[config.mk]
export PLATFORM = sky130hd
export DESIGN_NAME = fetch_queue_flat
export DESIGN_NICKNAME = d
export VERILOG_FILES = /design/src/rtl/fetch_queue_if.sv /design/src/rtl/fetch_queue.sv /design/src/flat_wrapper.sv
export SDC_FILE = /design/constraint.sdc
export NUM_CORES = 1
export LEC_CHECK = 0
export ABC_AREA = 1
export CAP_MARGIN = 20
export CELL_PAD_IN_SITES_DETAIL_PLACEMENT = 0
export CELL_PAD_IN_SITES_GLOBAL_PLACEMENT = 2
export CORE_ASPECT_RATIO = 1.4
export CORE_MARGIN = 2
export CORE_UTILIZATION = 34
export DETAILED_ROUTE_END_ITERATION = 16
export PLACE_DENSITY_LB_ADDON = 0.25
export SLEW_MARGIN = 0
export SYNTH_ARGS = -nofsm -noshare
export SYNTH_HDL_FRONTEND = slang
export SYNTH_SLANG_ARGS = --single-unit
[constraint.sdc]
create_clock -name clk -period 5.8 [get_ports clk]
set_input_delay 1.16 -clock clk [delete_from_list [all_inputs] [get_ports clk]]
set_output_delay 1.16 -clock clk [all_outputs]
set_load 0.02 [all_outputs]
[src/rtl/fetch_queue_if.sv]
// fetch_queue_if: fetch request/response, redirect and instruction handshake.
// master = queue side (drives fetch_req/pc, inst*, count); slave = environment.
interface fetch_queue_if #(
    parameter int FETCH_BYTES = 2,
    parameter int DEPTH       = 8,
    parameter int ADDR_W      = 16
);
    localparam int CW = $clog2(DEPTH) + 1;

    logic                     fetch_req;
    logic [ADDR_W-1:0]        fetch_pc;
    logic                     fetch_valid;
    logic [8*FETCH_BYTES-1:0] fetch_data;
    logic                     redirect;
    logic [ADDR_W-1:0]        redirect_pc;
    logic                     inst_valid;
    logic                     inst_ready;
    logic [23:0]              inst;
    logic [1:0]               inst_len;
    logic [ADDR_W-1:0]        inst_pc;
    logic [CW-1:0]            count;

    modport master (
        output fetch_req,
        output fetch_pc,
        input  fetch_valid,
        input  fetch_data,
        input  redirect,
        input  redirect_pc,
        output inst_valid,
        input  inst_ready,
        output inst,
        output inst_len,
        output inst_pc,
        output count
    );

    modport slave (
        input  fetch_req,
        input  fetch_pc,
        output fetch_valid,
        output fetch_data,
        output redirect,
        output redirect_pc,
        input  inst_valid,
        output inst_ready,
        input  inst,
        input  inst_len,
        input  inst_pc,
        input  count
    );
endinterface

[src/rtl/fetch_queue.sv]
// fetch_queue: 8080 prefetch byte queue, length-decodes head, issues aligned insts.
// Ports: clk, rst_n (async, active-low), bus (fetch_queue_if.master).
module fetch_queue #(
    parameter int FETCH_BYTES = 2,
    parameter int DEPTH       = 8,
    parameter int ADDR_W      = 16
) (
    input  logic          clk,
    input  logic          rst_n,
    fetch_queue_if.master bus
);
    localparam int PW = $clog2(DEPTH);
    localparam int CW = PW + 1;
    localparam logic [CW-1:0] FB_C    = CW'(FETCH_BYTES);
    localparam logic [CW:0]   FB_W    = (CW+1)'(FETCH_BYTES);
    localparam logic [CW:0]   DEPTH_W = (CW+1)'(DEPTH);

    typedef logic [PW-1:0] ptr_t;

    logic [7:0]        mem [DEPTH];
    ptr_t              head;
    ptr_t              tail;
    logic [CW-1:0]     count_q;
    logic              outstanding;
    logic [ADDR_W-1:0] fetch_pc_q;
    logic [ADDR_W-1:0] inst_pc_q;

    logic [7:0]    b0;
    logic [7:0]    b1;
    logic [7:0]    b2;
    logic [1:0]    len;
    logic          valid;
    logic          pop;
    logic          push;
    logic          req;
    logic [CW:0]   room_need;
    logic [CW:0]   fill_chk;
    logic [CW-1:0] count_n;

    function automatic logic [1:0] op_len(input logic [7:0] op);
        logic is3;
        logic is2;
        logic [1:0] l;
        l   = 2'd1;
        is3 = (op[7:6] == 2'b00 && op[3:0] == 4'h1)
            || (op[7:5] == 3'b001 && op[2:0] == 3'b010)
            || (op == 8'hC3) || (op == 8'hCD)
            || (op[7:6] == 2'b11 && op[2:0] == 3'b010)
            || (op[7:6] == 2'b11 && op[2:0] == 3'b100);
        is2 = (op[7:6] == 2'b00 && op[2:0] == 3'b110)
            || (op[7:6] == 2'b11 && op[2:0] == 3'b110)
            || (op == 8'hD3) || (op == 8'hDB);
        unique case (1'b1)
            is3:     l = 2'd3;
            is2:     l = 2'd2;
            default: l = 2'd1;
        endcase
        return l;
    endfunction

    always_comb begin
        b0    = mem[head];
        b1    = mem[head + ptr_t'(1)];
        b2    = mem[head + ptr_t'(2)];
        len   = op_len(b0);
        valid = (count_q != '0)
              && (count_q >= CW'(len))
              && !bus.redirect;
        pop   = valid && bus.inst_ready;
        push  = bus.fetch_valid && outstanding
              && !bus.redirect;
        // Space is reserved for the in-flight response,
        // so a granted request can never overflow.
        room_need = {1'b0, count_q} + FB_W
                  + (outstanding ? FB_W : '0);
        req = rst_n && !bus.redirect
            && (room_need <= DEPTH_W);
        count_n = count_q
                + (push ? FB_C : '0)
                - (pop ? CW'(len) : '0);
        fill_chk = {1'b0, count_q}
                 + (push ? FB_W : '0)
                 - (pop ? (CW+1)'(len) : '0);
    end

    assign bus.fetch_req  = req;
    assign bus.fetch_pc   = fetch_pc_q;
    assign bus.inst_valid = valid;
    assign bus.inst_len   = len;
    assign bus.inst_pc    = inst_pc_q;
    assign bus.count      = count_q;
    assign bus.inst = {
        b0,
        (len != 2'd1) ? b1 : 8'h00,
        (len == 2'd3) ? b2 : 8'h00
    };

    always_ff @(posedge clk or negedge rst_n) begin
        if (!rst_n) begin
            head        <= '0;
            tail        <= '0;
            count_q     <= '0;
            outstanding <= 1'b0;
            fetch_pc_q  <= '0;
            inst_pc_q   <= '0;
            for (int i = 0; i < DEPTH; i++) begin
                mem[i] <= '0;
            end
        end else if (bus.redirect) begin
            head        <= '0;
            tail        <= '0;
            count_q     <= '0;
            outstanding <= 1'b0;
            fetch_pc_q  <= bus.redirect_pc;
            inst_pc_q   <= bus.redirect_pc;
        end else begin
            outstanding <= req;
            if (req) begin
                fetch_pc_q <= fetch_pc_q
                            + ADDR_W'(FETCH_BYTES);
            end
            if (push) begin
                assert (fill_chk <= DEPTH_W)
                    else $error("fetch_queue overflow");
                for (int i = 0; i < FETCH_BYTES; i++) begin
                    mem[tail + ptr_t'(i)] <=
                        bus.fetch_data[8*i +: 8];
                end
                tail <= tail + ptr_t'(FETCH_BYTES);
            end
            if (pop) begin
                head      <= head + ptr_t'(len);
                inst_pc_q <= inst_pc_q + ADDR_W'(len);
            end
            count_q <= count_n;
        end
    end
endmodule

[src/flat_wrapper.sv]
// flat-port wrapper written by rule: the top's interface ports become plain ports
module fetch_queue_flat 
#(
    parameter int FETCH_BYTES = 2,
    parameter int DEPTH       = 8,
    parameter int ADDR_W      = 16
)
  (clk, rst_n, bus_fetch_req, bus_fetch_pc, bus_fetch_valid, bus_fetch_data, bus_redirect, bus_redirect_pc, bus_inst_valid, bus_inst_ready, bus_inst, bus_inst_len, bus_inst_pc, bus_count);
  fetch_queue_if #(.FETCH_BYTES(FETCH_BYTES), .DEPTH(DEPTH), .ADDR_W(ADDR_W)) bus_i ();
  input  logic clk;
  input  logic rst_n;
  output wire logic [$bits(bus_i.fetch_req)-1:0] bus_fetch_req;
  output wire logic [$bits(bus_i.fetch_pc)-1:0] bus_fetch_pc;
  input wire logic [$bits(bus_i.fetch_valid)-1:0] bus_fetch_valid;
  input wire logic [$bits(bus_i.fetch_data)-1:0] bus_fetch_data;
  input wire logic [$bits(bus_i.redirect)-1:0] bus_redirect;
  input wire logic [$bits(bus_i.redirect_pc)-1:0] bus_redirect_pc;
  output wire logic [$bits(bus_i.inst_valid)-1:0] bus_inst_valid;
  input wire logic [$bits(bus_i.inst_ready)-1:0] bus_inst_ready;
  output wire logic [$bits(bus_i.inst)-1:0] bus_inst;
  output wire logic [$bits(bus_i.inst_len)-1:0] bus_inst_len;
  output wire logic [$bits(bus_i.inst_pc)-1:0] bus_inst_pc;
  output wire logic [$bits(bus_i.count)-1:0] bus_count;
  assign bus_fetch_req = bus_i.fetch_req;
  assign bus_fetch_pc = bus_i.fetch_pc;
  assign bus_i.fetch_valid = bus_fetch_valid;
  assign bus_i.fetch_data = bus_fetch_data;
  assign bus_i.redirect = bus_redirect;
  assign bus_i.redirect_pc = bus_redirect_pc;
  assign bus_inst_valid = bus_i.inst_valid;
  assign bus_i.inst_ready = bus_inst_ready;
  assign bus_inst = bus_i.inst;
  assign bus_inst_len = bus_i.inst_len;
  assign bus_inst_pc = bus_i.inst_pc;
  assign bus_count = bus_i.count;
  fetch_queue #(.FETCH_BYTES(FETCH_BYTES), .DEPTH(DEPTH), .ADDR_W(ADDR_W)) u_core (.clk(clk), .rst_n(rst_n), .bus(bus_i));
endmodule
======== Word level (Yosys, flattened, before mapping) ========
Index checks and enable logic that the tools add are counted.
operators by class
  bitwise operators ....................... 6
  mux-type cells .......................... 31
  add/subtract/negate cells ............... 11
  eq/ne operators ......................... 12
  reduce and logical (&&, ||, !) cells .... 30
  $lt $le $gt $ge ......................... 9
operators by type and width
  kind                                                       count
  bitwise mux 64 bit                                         2
  2-to-1 mux 8 bit                                           10
  binary-select mux 8 bit (select 3 bit)                     3
  2-to-1 mux 16 bit                                          4
  demux 8 bit (select 3 bit)                                 2
  == test 8 bit (second input constant)                      4
  greater-or-equal comparator 4 bit (second input constant)  5
  inverter 3 -> 4 bit                                        5
  adder 16 x 2 -> 16 bit                                     1
  adder 16 x 2 -> 16 bit (second input constant)             1
  logical AND 1 bit                                          15
  2-to-1 mux 3 bit                                           4
  logical OR 1 bit                                           8
  < comparator 4 x 1 -> 1 bit (second input constant)        2
  adder 3 x 1 -> 3 bit (second input constant)               2
  adder 3 x 2 -> 3 bit (second input constant)               2
  == test 3 bit (second input constant)                      2
  2-to-1 mux 2 bit                                           3
  nonzero test 2 bit                                         3
  adder 4 x 2 -> 5 bit (second input constant)               1
  adder 5 bit                                                1
  <= comparator 5 x 4 -> 1 bit (second input constant)       1
  adder 4 bit                                                1
  == test 2 bit (second input constant)                      2
  15 further kinds                                           15
storage, ports and cells
  input port bits ......................... 37
  word-level logic and storage cells ...... 113
  output and inout bits ................... 64
  flip-flop bits (word level) ............. 107

======== Logic depth before layout (Yosys ltp) ========
  depth in word-level cells ............... 19
  mapped depth ............................ 33
  mapped depth without buffers ............ 31

======== Least setup slack after synthesis ========
OpenSTA, ideal clock, no wires.
  path type ............................... reg2reg
  start ................................... register u_core.head[0]
  end ..................................... register u_core.count_q[3], in the netlist u_core.bus.count[3]
  data required time ...................... 5668 ps
  library setup time ...................... 132 ps
  arrival time ............................ 4234 ps
  cell stages (with the launch flop) ...... 31
  clock period less this slack ............ 4366 ps
  path slack .............................. 1434 ps
  buffers on the path ..................... 2
  path through ............................ dfrtp_1 buf_6 buf_8 nand2_1 o21ai_1 nand2_1 nand2_2 nor2_4 inv_2 nor2_4 o21ai_1 nand2_1 inv_2 nand2_2 inv_1 ha_1 inv_1 nor2_1 nor2_1 nand3_1 nand2_1 nor2_1 nand2_1 clkinv_1 nand2_1 fa_1 ha_1 inv_1 fa_1 xnor2_1 nor2_1
between the ends
  longest elaborated chain between the ends .. 19
  elaborated cells on any way between the ends .. 37
  those cells by class .................... add/sub (1); order compare (1); eq/ne (10); mux (6); bitwise (1); reduce/logical (18)
RTL lines
  element                                                             RTL line                                                 text
  from (decl)                                                         fetch_queue.sv:21                                        ptr_t head;
  from (signal assigned)                                              fetch_queue.sv:132                                       head <= head + ptr_t'(len);
  inverter 3 -> 4 bit (implied by the code) (*)                       fetch_queue.sv:62                                        b0 = mem[head];
  binary-select mux 8 bit (select 3 bit) (*)                          fetch_queue.sv:62
  2-to-1 mux 8 bit (implied by the code) (*) (2 in series)            fetch_queue.sv:62
  via bus_inst[23]                                                    flat_wrapper.sv:20                                       output wire logic [$bits(bus_i.inst)-1:0] bus_inst;
  == test 3 x 1 -> 1 bit / logical NOT 2 bit (equally long branches)  fetch_queue.sv:46, fetch_queue.sv:45, fetch_queue.sv:50
  logical AND 1 bit (on tied branches)                                fetch_queue.sv:46, fetch_queue.sv:45
  logical OR 1 bit                                                    fetch_queue.sv:46                                        || (op[7:5] == 3'b001 && op[2:0] == 3'b010)
  logical OR 1 bit (2 in series)                                      fetch_queue.sv:47                                        || (op == 8'hC3) || (op == 8'hCD)
  [... 3 more ...]                                                    -
  via bus_inst_len[0]                                                 flat_wrapper.sv:21                                       output wire logic [$bits(bus_i.inst_len)-1:0] bus_inst_len;
  greater-or-equal comparator 4 x 2 -> 1 bit (*)                      fetch_queue.sv:67                                        && (count_q >= CW'(len))
  logical AND 1 bit (*)                                               fetch_queue.sv:67
  logical AND 1 bit (*)                                               fetch_queue.sv:68                                        && !bus.redirect;
  via bus_inst_valid                                                  flat_wrapper.sv:18                                       output wire logic [$bits(bus_i.inst_valid)-1:0] bus_inst_valid;
  logical AND 1 bit (*)                                               fetch_queue.sv:69                                        pop = valid && bus.inst_ready;
  2-to-1 mux 2 bit (*)                                                fetch_queue.sv:80                                        - (pop ? CW'(len) : '0);
  subtractor 4 bit (*)                                                fetch_queue.sv:80
  2-to-1 mux 4 bit (*)                                                fetch_queue.sv:109                                       end else if (bus.redirect) begin
  to (signal assigned)                                                fetch_queue.sv:135                                       count_q <= count_n;
  to (decl)                                                           fetch_queue.sv:23                                        logic [CW-1:0] count_q;
The timed path passes the listed nets; every way through them passes the cells marked *. The select of a mux whose other input is x is not followed.
A chain may end at the register's enable or synchronous reset.

======== Worst setup path after layout ========
  start ................................... register u_core.head[2]
  end ..................................... output bus_inst_valid
between the ends
  longest elaborated chain between the ends .. 15
  elaborated cells on any way between the ends .. 33
  those cells by class .................... order compare (1); eq/ne (10); mux (4); bitwise (1); reduce/logical (17)
RTL lines
  element                                                   RTL line                              text
  inverter 3 -> 4 bit (implied by the code) (*)             fetch_queue.sv:62
  binary-select mux 8 bit (select 3 bit) (*)                fetch_queue.sv:62
  2-to-1 mux 8 bit (implied by the code) (*) (2 in series)  fetch_queue.sv:62
  == test 4 x 1 -> 1 bit, or another cell as far along      fetch_queue.sv:45                     is3 = (op[7:6] == 2'b00 && op[3:0] == 4'h1)
  logical AND 1 bit (on tied branches)                      fetch_queue.sv:45, fetch_queue.sv:46
  logical OR 1 bit                                          fetch_queue.sv:46
  logical OR 1 bit (2 in series)                            fetch_queue.sv:47
  logical OR 1 bit                                          fetch_queue.sv:48                     || (op[7:6] == 2'b11 && op[2:0] == 3'b010)
  logical OR 1 bit                                          fetch_queue.sv:49                     || (op[7:6] == 2'b11 && op[2:0] == 3'b100);
  one-hot mux 2 bit (2 select lines) (*)                    fetch_queue.sv:53                     unique case (1'b1)
  greater-or-equal comparator 4 x 2 -> 1 bit (*)            fetch_queue.sv:67
  logical AND 1 bit (*)                                     fetch_queue.sv:67
  logical AND 1 bit (*)                                     fetch_queue.sv:68
  to (decl)                                                 flat_wrapper.sv:18
Mark *: on every way between the ends. The rest lies on a longest branch, timed or not. The select of a mux whose other input is x is not followed.

==> summary.json <==
{
  "outcome": {
    "run_status": "finished clean"
  },
  "worst_setup_path": {
    "criticalPathCategory": "reg -> out",
    "reg2reg_from": "u_core.head[2]",
    "cp_endpoint_kind": "primary output",
    "cp-start-kind": "register",
    "r2r_setup_slack_ns": 0.99,
    "worstPathArrival_ns": 4.04,
    "worst_r2r_path_depth": 30,
    "worst_ep_required_time_ns": 4.64,
    "crit_path_max_fanout": 17,
    "r2r-end": "u_core.bus.count[3]"
  },
  "placement": {
    "io_buffer_count": 100,
    "place.detailed.instances": 1246,
    "dp_hpwl_um": 16700,
    "finalWeightedCongestion": 0.8455,
    "place_ws_ns": 0.9749
  },
  "route": {
    "dr_total_vias": 6326,
    "wire_per_inst_um": 17.49,
    "detail_route_antenna_nets": 0,
    "detailedRoute.firstPassIterationCount": 4,
    "via_per_inst": 5.009,
    "drtIter0Drc": 276,
    "wirelength_um": 22090,
    "remaining_drc_errors": 0
  },
  "min_path": {
    "holdCritStartpoint": "u_core.bus.fetch_pc[0]",
    "worst_hold_path.endpoint": "u_core.bus.fetch_pc[0]",
    "hold_path_class": "reg -> reg",
    "hold_depth": 2
  },
  "power_and_ir_drop": {
    "p_per_area_nw_per_um2": 412.2,
    "vdd.ir_drop.worst_mv": 0.1685,
    "static_leakage_nw": 3.798
  },
  "layout": {
    "syn2layout_area_growth_pct": 21.61,
    "finish.net_count": 1069,
    "drive_above_1_share": 0.08309,
    "fin_cells": 1263,
    "n_antenna_cell": 0
  },
  "yosys": {
    "synth_async_sr_flop_share": 1.000,
    "post_synth_main_area_contributors": "sky130_fd_sc_hd__dfrtp_1 (39%), sky130_fd_sc_hd__nand2_1 (15%), sky130_fd_sc_hd__o21ai_0 (7.1%)",
    "post_syn_area_sq_um": 6879,
    "synthCells": 925,
    "yosys_most_used_dff": "sky130_fd_sc_hd__dfrtp_1",
    "synthesis_warnings": 0,
    "syn_area_per_cell_sq_um": 7.437,
    "post-synth-top-area-cell": "sky130_fd_sc_hd__dfrtp_1",
    "synth.net_count": 988,
    "synth_edf_count": 0,
    "synth.top_cell.area_share": 0.3856,
    "synth.distinct_cells": 42,
    "yosys_register_bits": 106,
    "sequential_cell_area_fraction_in_the_yosys_report": 0.3856
  },
  "cts": {
    "cts_post_setup_buffers_inserted": 0,
    "cts_resized": 0,
    "tritoncts_clock_tree": "done",
    "clkSinkCount": 106,
    "clockBufferDepth": 2,
    "cts_inserted_buffers": 9,
    "cts_root_buf": "sky130_fd_sc_hd__clkbuf_16",
    "clk_pin_slew_worst_paths_ns": 0.08,
    "clk-insertion-delay-late_ns": 0.35,
    "cts-hold-fix-buffers": 0,
    "htree_num_levels": 3
  },
  "grt": {
    "maximum_number_of_pins_on_one_net_before_global_route_repair": 60,
    "globalRouteTotalUtil": 0.2091,
    "vias_in_the_first_global_route": 6348,
    "grt_antenna_before_repair": 0,
    "grt_pass1_wl_um": 35560,
    "global_route.peak_usage_layer": "met2",
    "total_gr_overflow": 0,
    "gr-usage-met3": 0.03280,
    "gr-usage-met2": 0.3913,
    "globalRouteMet1Util": 0.2568
  },
  "timing": {
    "max_freq_ghz": 0.1923,
    "final-hold-violation-count": 0,
    "layout_min_cycle_time_ns": 5.200,
    "worst_clock_skew_ns": 0.01225,
    "period_utilization": 0.8966,
    "final.setup.tns_ns": 0,
    "grt_setup_unrepaired": "no",
    "timing_max_transition_violations_final": 0,
    "setup_ws_ns": 0.5997,
    "relSlewSlack": 0.3260,
    "worst_pin_slew_ns": 1.006,
    "setup_viol_count_final": 0
  },
  "floorplanning": {
    "floorplan.die_area_sq_um": 21400,
    "starting_density": 0.3467,
    "std_cell_rows": 61,
    "die_y_um": 172.3,
    "dieWidth_um": 124.2,
    "core_area_sq_um": 19840,
    "num_io_pins": 101
  },
  "job": {
    "max_cap_viol_count": 0
  }
}
## state kept, by name, indices dropped and copies added (netlist names)
name                 flops
u_core.mem              64
u_core.bus.fetch_pc     16
u_core.bus.inst_pc      16
u_core.bus.count         4
u_core.head              3
u_core.tail              2
u_core.outstanding       1
## synth_stat cells, types with 2 or more instances
master / n
sky130_fd_sc_hd__o21ai_1: 11
sky130_fd_sc_hd__inv_2: 13
sky130_fd_sc_hd__nor4_1: 2
sky130_fd_sc_hd__a21oi_1: 45
sky130_fd_sc_hd__fa_1: 4
sky130_fd_sc_hd__ha_1: 22
sky130_fd_sc_hd__o211ai_1: 7
sky130_fd_sc_hd__a31oi_1: 10
sky130_fd_sc_hd__xor2_1: 17
sky130_fd_sc_hd__buf_6: 9
sky130_fd_sc_hd__nand2_2: 9
sky130_fd_sc_hd__clkbuf_1: 30
sky130_fd_sc_hd__a221oi_1: 13
sky130_fd_sc_hd__nor2_4: 4
sky130_fd_sc_hd__a21oi_2: 10
sky130_fd_sc_hd__nor2_2: 4
sky130_fd_sc_hd__o21ai_0: 97
sky130_fd_sc_hd__nor2_1: 41
sky130_fd_sc_hd__xnor2_1: 7
sky130_fd_sc_hd__nor3_1: 10
sky130_fd_sc_hd__nand2_1: 271
sky130_fd_sc_hd__o21ai_2: 3
sky130_fd_sc_hd__o221ai_1: 9
sky130_fd_sc_hd__dfrtp_1: 106
sky130_fd_sc_hd__nand3_1: 60
sky130_fd_sc_hd__inv_1: 90
sky130_fd_sc_hd__o22ai_1: 2
sky130_fd_sc_hd__nor2_8: 2
sky130_fd_sc_hd__nand2_4: 4
## through the flow
stage	instance area, sq um	hold WS (ns)	utilization	total power [W]
after detailed placement	8040	0.4692	0.4052	0.002849
after global placement	8040	0.4629	0.4052	0.002854
final	8366	0.4830	0.4216	0.003448
after CTS	8338	0.4891	0.4202	0.003488
after floorplan	6879	0.4530	-	0.002194
after global routing	8366	0.5211	0.4216	0.003726
## logic make-up after synthesis
logic type,synth area share
compound gates,0.1768
flops,0.3856
fa+ha+maj,0.05166
xor+xnor,0.03056
buf+inv,0.09731
simple gates,0.2581
## how the worst max path moves through the flow
stage / to / from / cells past startpoint / slack (ns)
2_1_floorplan: u_core.bus.count[3] / u_core.head[0] / 30 / 1.43
3_3_place_gp: bus_inst_valid / u_core.head[2] / 19 / 1.04
3_5_place_dp: bus_inst_valid / u_core.head[2] / 21 / 0.97
4_1_cts: bus_inst_valid / u_core.head[2] / 21 / 0.58
5_1_grt: bus_inst_valid / u_core.head[2] / 21 / 0.21
6_report: bus_inst_valid / u_core.head[2] / 21 / 0.60
## metal layers
layer,share of wire,wire length [um]
met5,0,0
met2,0.52,11440
met3,0.042,938
met4,0.0085,188
met1,0.43,9520
## cell type report
cell class,instances,area [sq um]
clock buffers,10,239.0
well taps,252,315.3
multi-input cells,670,3565
fillers,2140,11480
clock inverters,6,58.81
flip-flops and latches,106,2654
repair buffers,115,1144
inverters,104,390.4
## cells in the final DEF (no fill, tap or decap), types with 2 or more instances in the layout
cell,n
sky130_fd_sc_hd__o221ai_1,9
sky130_fd_sc_hd__o22ai_1,2
sky130_fd_sc_hd__nor2_8,2
sky130_fd_sc_hd__nor4_1,2
sky130_fd_sc_hd__a21oi_1,45
sky130_fd_sc_hd__nand2_2,9
sky130_fd_sc_hd__xnor2_1,6
sky130_fd_sc_hd__o21ai_0,97
sky130_fd_sc_hd__nor2_2,4
sky130_fd_sc_hd__o211ai_1,7
sky130_fd_sc_hd__xor2_1,17
sky130_fd_sc_hd__inv_1,90
sky130_fd_sc_hd__o21ai_1,11
sky130_fd_sc_hd__nand3_1,60
sky130_fd_sc_hd__inv_2,13
sky130_fd_sc_hd__nand2_1,271
sky130_fd_sc_hd__a21oi_2,10
sky130_fd_sc_hd__fa_1,4
sky130_fd_sc_hd__ha_1,22
sky130_fd_sc_hd__inv_6,2
sky130_fd_sc_hd__nor2_1,41
sky130_fd_sc_hd__a221oi_1,13
sky130_fd_sc_hd__nor3_1,10
sky130_fd_sc_hd__nor2_4,4
sky130_fd_sc_hd__a31oi_1,10
sky130_fd_sc_hd__nand2_4,4
sky130_fd_sc_hd__clkbuf_16,9
sky130_fd_sc_hd__dfrtp_1,105
sky130_fd_sc_hd__buf_4,14
sky130_fd_sc_hd__o21ai_2,3
sky130_fd_sc_hd__clkdlybuf4s50_1,99
## critical path, stage by stage, from the launching register on
cell and delay (ns):
sky130_fd_sc_hd__dfrtp_1 0.54, sky130_fd_sc_hd__nor2_2 0.56, sky130_fd_sc_hd__nand3_1 0.14, sky130_fd_sc_hd__nand2_1 0.12, sky130_fd_sc_hd__inv_2 0.04, sky130_fd_sc_hd__nand2_2 0.09, sky130_fd_sc_hd__nor2_1 0.07, sky130_fd_sc_hd__nand2_1 0.06
sky130_fd_sc_hd__nand2_1 0.07, sky130_fd_sc_hd__nand2_2 0.08, sky130_fd_sc_hd__nand2_4 0.06, sky130_fd_sc_hd__nor2_8 0.32, sky130_fd_sc_hd__nand2_2 0.18, sky130_fd_sc_hd__inv_1 0.15, sky130_fd_sc_hd__ha_1 0.15, sky130_fd_sc_hd__inv_1 0.04
sky130_fd_sc_hd__nor2_1 0.08, sky130_fd_sc_hd__nor2_1 0.04, sky130_fd_sc_hd__nand3_1 0.06, sky130_fd_sc_hd__nand2_1 0.05, sky130_fd_sc_hd__nor2_1 0.13, sky130_fd_sc_hd__clkdlybuf4s50_1 0.66
## power by group
| group | switching (W) | total, W | internal (W) |
|---|---|---|---|
| sequential | 0.000145 | 0.00104 | 0.000892 |
| combinational | 0.00108 | 0.00178 | 0.000702 |
| clock | 0.000312 | 0.000626 | 0.000314 |
| total | 0.00154 | 0.00345 | 0.00191 |
Note: power is estimated with default switching activity, not from simulation.
